## src/rtl/alu_pkg.sv

```systemverilog
// Shared ALU opcodes, arbiter FSM states and opcode classification helpers.
package alu_pkg;

    localparam int ALU_W = 16;

    localparam logic [3:0] OP_ADD = 4'b0000;
    localparam logic [3:0] OP_XOR = 4'b0100;
    localparam logic [3:0] OP_OR  = 4'b0110;
    localparam logic [3:0] OP_AND = 4'b0111;
    localparam logic [3:0] OP_EQ  = 4'b1000;
    localparam logic [3:0] OP_NE  = 4'b1001;
    localparam logic [3:0] OP_SUB = 4'b1010;
    localparam logic [3:0] OP_SLT = 4'b1100;
    localparam logic [3:0] OP_SGE = 4'b1101;
    localparam logic [3:0] OP_ULT = 4'b1110;
    localparam logic [3:0] OP_UGE = 4'b1111;

    typedef enum logic [1:0] {
        IDLE = 2'd0,
        EXEC = 2'd1,
        RESP = 2'd2
    } state_t;

    // Operands and opcode captured from the granted requester.
    typedef struct packed {
        logic [ALU_W-1:0] a;
        logic [ALU_W-1:0] b;
        logic [3:0]       sel;
    } req_t;

    // Compares produce a single-bit answer in result[0].
    function automatic logic is_cmp(input logic [3:0] sel);
        case (sel)
            OP_EQ, OP_NE, OP_SLT, OP_SGE, OP_ULT, OP_UGE: is_cmp = 1'b1;
            default:                                      is_cmp = 1'b0;
        endcase
    endfunction

    function automatic logic is_legal(input logic [3:0] sel);
        case (sel)
            OP_ADD, OP_XOR, OP_OR, OP_AND, OP_SUB,
            OP_EQ, OP_NE, OP_SLT, OP_SGE, OP_ULT, OP_UGE: is_legal = 1'b1;
            default:                                      is_legal = 1'b0;
        endcase
    endfunction

endpackage

```

## src/rtl/alu.sv

```systemverilog
// 16-bit combinational ALU: add, sub, logic ops, equality and unsigned compares.
module alu
    import alu_pkg::*;
(
    input  logic [ALU_W-1:0] a,
    input  logic [ALU_W-1:0] b,
    input  logic [3:0]       sel,
    output logic [ALU_W-1:0] y
);

    // Opcode decode; unsupported opcodes yield zero.
    always_comb begin
        y = '0;
        case (sel)
            OP_ADD: y = a + b;
            OP_XOR: y = a ^ b;
            OP_OR:  y = a | b;
            OP_AND: y = a & b;
            OP_SUB: y = a - b;
            OP_EQ:  y = {{(ALU_W-1){1'b0}}, a == b};
            OP_NE:  y = {{(ALU_W-1){1'b0}}, a != b};
            OP_ULT: y = {{(ALU_W-1){1'b0}}, a <  b};
            OP_UGE: y = {{(ALU_W-1){1'b0}}, a >= b};
            default: y = '0;
        endcase
    end

endmodule

```

## src/rtl/alu_arbiter.sv

```systemverilog
// Round-robin sharing of one alu between two valid/ready requesters.
// One operation in flight: IDLE (grant) -> EXEC (compute) -> RESP (hold).
module alu_arbiter
    import alu_pkg::*;
#(
    parameter int W     = 16,
    parameter int CNT_W = 16
) (
    input  logic                clk,
    input  logic                rst,
    input  logic [1:0]          req_valid,
    output logic [1:0]          req_ready,
    input  logic [1:0][W-1:0]   req_a,
    input  logic [1:0][W-1:0]   req_b,
    input  logic [1:0][3:0]     req_sel,
    output logic [1:0]          resp_valid,
    input  logic [1:0]          resp_ready,
    output logic [W-1:0]        resp_result,
    output logic                resp_zero,
    output logic                resp_illegal,
    output logic                busy,
    output logic [CNT_W-1:0]    op_count
);

    state_t           state, state_nxt;
    logic             rr_ptr;
    logic             owner;
    logic             gnt;
    logic             any_vld;
    req_t             lat;
    logic [W-1:0]     alu_a, alu_b, alu_y, masked;
    logic [3:0]       alu_sel;

    // Priority to rr_ptr, fall back to the other requester.
    always_comb begin
        any_vld = |req_valid;
        gnt     = req_valid[rr_ptr] ? rr_ptr : ~rr_ptr;
    end

    // Next state and handshake outputs.
    always_comb begin
        state_nxt  = state;
        req_ready  = '0;
        resp_valid = '0;
        busy       = (state != IDLE);
        case (state)
            IDLE: if (any_vld) begin
                req_ready[gnt] = 1'b1;
                state_nxt      = EXEC;
            end
            EXEC: state_nxt = RESP;
            RESP: begin
                resp_valid[owner] = 1'b1;
                if (resp_ready[owner]) state_nxt = IDLE;
            end
            default: state_nxt = IDLE;
        endcase
    end

    // Signed compares become unsigned ones on sign-flipped operands.
    always_comb begin
        alu_a   = lat.a;
        alu_b   = lat.b;
        alu_sel = lat.sel;
        if (lat.sel == OP_SLT || lat.sel == OP_SGE) begin
            alu_a   = lat.a ^ 16'h8000;
            alu_b   = lat.b ^ 16'h8000;
            alu_sel = (lat.sel == OP_SLT) ? OP_ULT : OP_UGE;
        end
    end

    alu u_alu (
        .a   (alu_a),
        .b   (alu_b),
        .sel (alu_sel),
        .y   (alu_y)
    );

    // Illegal opcodes never reach the result; compares keep only bit 0.
    always_comb begin
        masked = alu_y;
        if (!is_legal(lat.sel))  masked = '0;
        else if (is_cmp(lat.sel)) masked = {{(W-1){1'b0}}, alu_y[0]};
    end

    // FSM state, ownership and operand capture on the grant handshake.
    always_ff @(posedge clk or posedge rst) begin
        if (rst) begin
            state <= IDLE;
            owner <= 1'b0;
            lat   <= '0;
        end else begin
            state <= state_nxt;
            if (state == IDLE && any_vld) begin
                owner   <= gnt;
                lat.a   <= req_a[gnt];
                lat.b   <= req_b[gnt];
                lat.sel <= req_sel[gnt];
            end
        end
    end

    // Response registers, loaded in EXEC and held through RESP.
    always_ff @(posedge clk or posedge rst) begin
        if (rst) begin
            resp_result  <= '0;
            resp_zero    <= 1'b0;
            resp_illegal <= 1'b0;
        end else if (state == EXEC) begin
            resp_result  <= masked;
            resp_zero    <= (masked == '0);
            resp_illegal <= !is_legal(lat.sel);
        end
    end

    // Completion bookkeeping: hand priority to the other side, count the op.
    always_ff @(posedge clk or posedge rst) begin
        if (rst) begin
            rr_ptr   <= 1'b0;
            op_count <= '0;
        end else if (state == RESP && resp_ready[owner]) begin
            rr_ptr   <= ~owner;
            op_count <= op_count + {{(CNT_W-1){1'b0}}, 1'b1};
        end
    end

endmodule
```

## config.mk

```make
export PLATFORM = sky130hd
export DESIGN_NAME = alu_arbiter
export DESIGN_NICKNAME = d
export VERILOG_FILES = /design/src/rtl/alu_pkg.sv /design/src/rtl/alu.sv /design/src/rtl/alu_arbiter.sv
export SDC_FILE = /design/constraint.sdc
export NUM_CORES = 1
export LEC_CHECK = 0
export ABC_AREA = 1
export BUFFER_PORTS_ARGS = -buffer_cell sky130_fd_sc_hd__buf_2
export CAP_MARGIN = 15
export CORE_ASPECT_RATIO = 0.8
export CORE_MARGIN = 1
export CORE_UTILIZATION = 48
export DETAILED_ROUTE_END_ITERATION = 12
export PLACE_DENSITY = 0.79
export SYNTH_ARGS = -nofsm -noshare
export SYNTH_HDL_FRONTEND = slang
export SYNTH_HIERARCHICAL = 1
export SYNTH_SLANG_ARGS = --single-unit
```

## constraint.sdc

```tcl
create_clock -name clk -period 2.2 [get_ports clk]
set_input_delay 0.22 -clock clk [delete_from_list [all_inputs] [get_ports clk]]
set_output_delay 0.22 -clock clk [all_outputs]
set_load 0.01 [all_outputs]
```

; Word level (Yosys, flattened, before mapping)
; Memory sizes are Yosys's and may differ from the RTL's.
; Cells that the tools add are included.
[word_totals]
rom_bits = 32
regBits = 74
mem_count = 2
output_inout_bits = 39
input_bits = 78
[memory_table]
columns = memory, depth, width, read_ports, rd_clocked_by_memory_dff, wr, line_no
row1 = (name not given), 16, 1, 1, 0, 0, alu_pkg.sv:40  ; case (sel)
row2 = (name not given), 16, 1, 1, 0, 0, alu_pkg.sv:40
[op_classes]
n_lt_le_gt_ge = 7
reduce_logical = 13
n_bitwise = 7
addsub = 3
mux = 31
n_eq_ne = 20
[op_table]
columns = operator, n
row1 = $pmux W16 S9, 1
row2 = $mux W16, 8
row3 = $eq A4 B4 Y1 const B, 11
row4 = $add A16 B1 Y16 const B, 1
row5 = $add A16 B16 Y16, 1
row6 = $and A16 B16 Y16, 1
row7 = $eq A16 B16 Y1, 1
row8 = $ge A16 B16 Y1, 1
row9 = $logic_not A16 Y1, 1
row10 = $lt A16 B16 Y1, 1
row11 = $ne A16 B16 Y1, 1
row12 = $or A16 B16 Y16, 1
row13 = $sub A16 B16 Y16, 1
row14 = $xor A16 B16 Y16, 1
row15 = $eq A4 B3 Y1 const B, 3
row16 = $mux W4, 3
row17 = $mux W1, 11
row18 = $mux W2, 5
row19 = $lt A1 B2 Y1 const B, 3
row20 = $pmux W2 S3, 1
row21 = $reduce_or A6 Y1, 1
row22 = $logic_and A1 B1 Y1, 4
row23 = $logic_not A4 Y1, 1
row24 = $ne A2 B2 Y1 const B, 2
row25 = 11 further kinds, 16

; Logic depth before layout (Yosys ltp)
[logic_depth]
word_depth = 9
depth_mapped = 20
mapped_depth_nobuf = 19

; Modules after synthesis
; The synthesis kept the hierarchy.
[modules_own_cells]
columns = mod, instances, area_per_inst_um2, cells_per_inst
row1 = alu_arbiter, 1, 3477.1, 426
row2 = alu, 1, 2790.2, 523

; Least setup slack after synthesis
; Ideal clock, no wire load.
[synth_path]
kind = register to register
start = register lat[1] in the netlist's numbering
end = register resp_zero
setup_time_ns = 0.065
required_ns = 2.135
t_arrival_ns = 2.226
path_stages_with_launch = 19
n_path_buf = 0
path_slack_ns = -0.091
cell_sequence = dfrtp_1 inv_2 nand3_1 xor2_1 inv_1 ha_1 inv_1 nand3_1 nor2_2 nand2_1 nand3_1 o21ai_1 nor2_1 nand3_1 nand3_1 nand2_1 nor2_1 nand3_1 nand2_1
[synth_between]
elab_chain_len = 8
elab_cells_between_ends = 37
[synth_lines]
columns = element, line_no
row1 = "start, declared", alu_arbiter.sv:30  ; req_t lat;
row2 = $eq A4 B4 Y1, alu_arbiter.sv:65  ; if (lat.sel == OP_SLT || lat.sel == OP_SGE) begin
row3 = $logic_or A1 B1 Y1 *, alu_arbiter.sv:65
row4 = $mux W16 *, alu_arbiter.sv:65
row5 = named net alu_a[15], alu_arbiter.sv:31  ; logic [W-1:0] alu_a, alu_b, alu_y, masked;
row6 = "$ge A16 B16 Y1, or another cell as far along", alu.sv:23  ; OP_UGE: y = {{(ALU_W-1){1'b0}}, a >= b};
row7 = $pmux W16 S9 *, alu.sv:14  ; case (sel)
row8 = named net alu_y[0], alu_arbiter.sv:31
row9 = $mux W16 *, alu_arbiter.sv:83  ; else if (is_cmp(lat.sel)) masked = {{(W-1){1'b0}}, alu_y[0]};
row10 = $mux W16 *, alu_arbiter.sv:82  ; if (!is_legal(lat.sel)) masked = '0;
row11 = $logic_not A16 Y1 *, alu_arbiter.sv:111  ; resp_zero <= (masked == '0);
row12 = "end signal, assigned", alu_arbiter.sv:111
row13 = "end, declared", alu_arbiter.sv:19  ; output logic resp_zero,
; Mark *: on every way through the listed nets, which the timed path passes. The rest lies on a longest branch. The select of a mux whose other input is x is not followed.
; A chain may end at the register's enable or synchronous reset.

; Worst setup path after layout
[layout_path]
start = register lat[1] in the netlist's numbering
end = register resp_zero
[layout_between]
elab_chain_len = 8
elab_cells_between_ends = 37
[layout_lines]
columns = element, line_no
row1 = $eq A4 B4 Y1, alu_arbiter.sv:65
row2 = $logic_or A1 B1 Y1 *, alu_arbiter.sv:65
row3 = $mux W16 *, alu_arbiter.sv:65
row4 = named net alu_b[15], alu_arbiter.sv:31
row5 = "$ge A16 B16 Y1, or another cell as far along", alu.sv:23
row6 = $pmux W16 S9 *, alu.sv:14
row7 = named net alu_y[0], alu_arbiter.sv:31
row8 = $mux W16 *, alu_arbiter.sv:83
row9 = $mux W16 *, alu_arbiter.sv:82
row10 = $logic_not A16 Y1 *, alu_arbiter.sv:111
; Marked as above.

==> results.sh <==
export IMPL_status="complete, but fails checks"
export IMPL_violations="setup timing"
export IMPL_die_w_microns=130
export IMPL_path_clk_slew_ns=0.07
export IMPL_dp_cells=1326
export IMPL_synth_xor_area_share_pct=2.66
export IMPL_grtUsageMet3_pct=6.28
export IMPL_synth_top_family_by_area="simple AND/OR/NAND/NOR gates"
export IMPL_fill_cells=980
export IMPL_synth_most_common_cell="nand2_1"
export IMPL_dieArea_sq_um=13500
export IMPL_p_total_uw=16500
export IMPL_core_rowCount=36
export IMPL_powerDensity_nw_per_um2=1860
export IMPL_vias=7148
export IMPL_grtUsageMet2_pct=44.7
export IMPL_ys_seq_area_share_pct=29.5
export IMPL_cts_tree="yes"
export IMPL_p_leak_uw=0.00479
export IMPL_ys_top_cells_by_area="dfrtp_1, nand2_1, ha_1"
export IMPL_relSlewSlack_pct=67.9
export IMPL_postPlaceCellArea_sq_um=7790
export IMPL_ios=117
export IMPL_p_switching_uw=8320
export IMPL_post_synth_top_area_cell="dfrtp_1"
export IMPL_numCtsBuffers=9
export IMPL_worstPathArrival_ns=2.69
export IMPL_die_height_microns=104
export IMPL_gr_usage_all_layers_pct=29.2
export IMPL_place_port_buffers=116
export IMPL_tightest_slew_ns=0.480
export IMPL_finClkSkew_ns=0.0104
export IMPL_cts_max_level=3
export IMPL_synthDominantCellAreaShare_pct=29.5
export IMPL_yosys_area_share_adder_pct=10.4
export IMPL_ys_seq_elements=74
export IMPL_setup_viol=11
export IMPL_switching_share_pct=50.6
export IMPL_finalCriticalPeriod_ns=2.41
export IMPL_yosys_top_cells_count="nand2_1, inv_1, nand3_1, nor2_1, dfrtp_1"
export IMPL_antenna_found_initial=0
export IMPL_overflow=0
export IMPL_synth_compound_area_share_pct=8.09
export IMPL_setup_ws_ns=-0.210
export IMPL_synthArstFlopShare_pct=100
export IMPL_critPathCaptureType="register"
export IMPL_drtAntennaViolNets=0
export IMPL_synth_area_per_cell_sq_um=6.60
export IMPL_diodes=0
export IMPL_rsz0062_at_grt="true"
export IMPL_combPwrFrac_pct=77.4
export IMPL_drv_cap=0
export IMPL_clockRootBuffer="clkbuf_16"
export IMPL_synthesis_yosys_warnings=6
export IMPL_hold_violations=0
export IMPL_maxSlewViolCount=0
export IMPL_busiest_layer="met2"
export IMPL_power_frac_seq_pct=13.7
export IMPL_worst_ep_required_time_ns=2.48
export IMPL_fin_crit_sh_pct=110
export IMPL_max_freq_mhz=415
export IMPL_post_route_cell_area_sq_um=8870
export IMPL_gp_congestion=1.03
export IMPL_via_per_inst=5.24
export IMPL_synth_flop_cell="dfrtp_1"
export IMPL_fin_nets=1316
export IMPL_clk_path_buf_depth=2
export IMPL_firstDrtPassIters=5
export IMPL_synth_cell_types=44
export IMPL_path_class="register to register"
export IMPL_yosys_area_share_simple_pct=37.5
export IMPL_intPower_uw=8140
export IMPL_netlist_instances=949
export IMPL_crit_path_start_kind="register"
export IMPL_initial_utilization_pct=50.4
export IMPL_peakVddDrop_uv=885
export IMPL_cp_max_fo=3
export IMPL_drt_total_wl_microns=20000
export IMPL_grt_pass1_vias=6761
export IMPL_syn_area_sq_um=6270
export IMPL_syn_nets=1078
export IMPL_p_clk_share_pct=8.9
export IMPL_stdcell_count=1363
export IMPL_core_area_sq_um=12400
export IMPL_cts_sinks=74
export IMPL_grt_pass1_wl_microns=31300
export IMPL_hold_path_class="input port to register"
export IMPL_syn_to_final_growth_pct=41.5
export IMPL_grt_max_degree=75
export IMPL_gr_usage_met1_pct=39.7
export IMPL_drc=0
export IMPL_clk_latency_ns=0.34
export IMPL_final_layout_size_suffix_gt1_share_pct=36.2
export IMPL_muxShareOfSynthArea_pct=0
export IMPL_drt_iter0_drc=696
export IMPL_hpwl_microns=14100
export IMPL_wire_per_inst_microns=14.7
export IMPL_synth_edf_count=0
## placed cells by master, fill, tap and decap left out, types with 3 or more instances in the layout
master and instances:
nand2_2 32, buf_6 9, o21ai_2 3, a21oi_2 9, dfrtp_1 74, nand4_1 8, ha_1 30, nor2_1 58
a21oi_1 17, nand3_1 84, inv_6 3, buf_4 129, nor2_2 24, xor2_1 14, o22ai_2 4, nand3_2 13
ha_2 4, inv_4 4, nand3b_1 4, o21ai_1 3, nor3_1 5, clkbuf_16 9, o211ai_1 7, nand2_1 312
ha_4 15, inv_1 110, o21ai_0 10, o22ai_1 4, nor2_4 10, buf_2 116, clkinv_4 3, a221oi_1 3
inv_2 22, o21bai_1 3, nand2_4 3, xnor2_1 3
## timing repair
action / in CTS / in global routing
gates cloned: 0 / 0
hold buffers: 1 / 0
setup buffers: 9 / 11
gates resized for setup: 61 / 102
hold endpoints to repair: 74 / 0
pin swaps: 18 / 35
endpoints found under the setup margin: 15 / 17
## worst max-delay path: stages (launching register included)
cell and delay, ns:
dfrtp_1 0.38, inv_2 0.09, nand3_4 0.13, xor2_2 0.23, inv_2 0.08, ha_4 0.26, inv_4 0.07, nand3_4 0.09
nor2_4 0.13, nand2_2 0.08, nand3_2 0.06, o21ai_1 0.07, nor2_1 0.11, nand3_1 0.10, nand3_1 0.08, nand2_1 0.08
nor2_2 0.15, nand3_1 0.09, nand2_1 0.06
## final timing paths
kind	startpoint	end	slack, ns	cells after the start
setup / recovery	lat[1]$_DFFE_PP0P_	resp_zero$_DFFE_PP0N_	-0.21	18
hold / removal	req_b[2]	lat[6]$_DFFE_PP0P_	0.08	3
setup reg to reg	lat[1]$_DFFE_PP0P_	resp_zero$_DFFE_PP0N_	-0.21	18
hold reg to reg	resp_result[2]$_DFFE_PP0N_	resp_result[2]$_DFFE_PP0N_	0.47	2
max in group asynchronous	rst	resp_result[13]$_DFFE_PP0N_	1.39	4
min in group asynchronous	rst	lat[21]$_DFFE_PP0P_	0.50	4
## state kept, by name (all words and copies together) (netlist names)
register and flops:
lat 36, op_count 16, resp_result 16, state 2
owner 1, resp_illegal 1, resp_zero 1, rr_ptr 1
## layout make-up
type	instances	area, sq um	area share (%)
multi-input cells	707	4270	48.2
flip-flops and latches	74	1850	20.9
repair buffers	257	1700	19.2
inverters	138	537	6.05
clock buffers	9	225	2.54
well taps	171	214	2.41
clock inverters	7	66.3	0.748
## per-layer routing
metal	part of all wire, %	routed length, microns
met2	46	9180
met4	3.3	662
met5	0	0
met3	7.0	1410
met1	44	8770
## through the flow
stage	setup slack, ns	TNS [ns]	hold WS (ns)	util [%]
after global routing	-0.351	-2.48	0.0811	71.3
after detailed placement	-0.239	-0.959	0.335	62.7
after CTS	-0.0754	-0.131	0.0719	67.5
after floorplan	0.0180	0	0.334	-
final	-0.210	-0.817	0.0760	71.3
after global placement	-0.199	-0.516	0.332	62.7
## kinds of logic (layout without fill, tap and decap cells)
| logic type | after synthesis | in the layout |
|---|---|---|
| compound gates | 78 | 78 |
| xor+xnor | 19 | 19 |
| fa+ha+maj | 51 | 51 |
| buf+inv | 168 | 411 |
| flops | 74 | 74 |
| simple gates | 559 | 559 |
## power groups by stage
stage	Clock (uW)	Combinational, uW	Sequential [uW]
after detailed placement	0	10100	2260
after floorplan	0	6230	2380
after global routing	1550	13900	2330
after global placement	0	9970	2230
final	1460	12700	2260
after CTS	1490	10800	2240
Power figures use the tool's default switching activity.
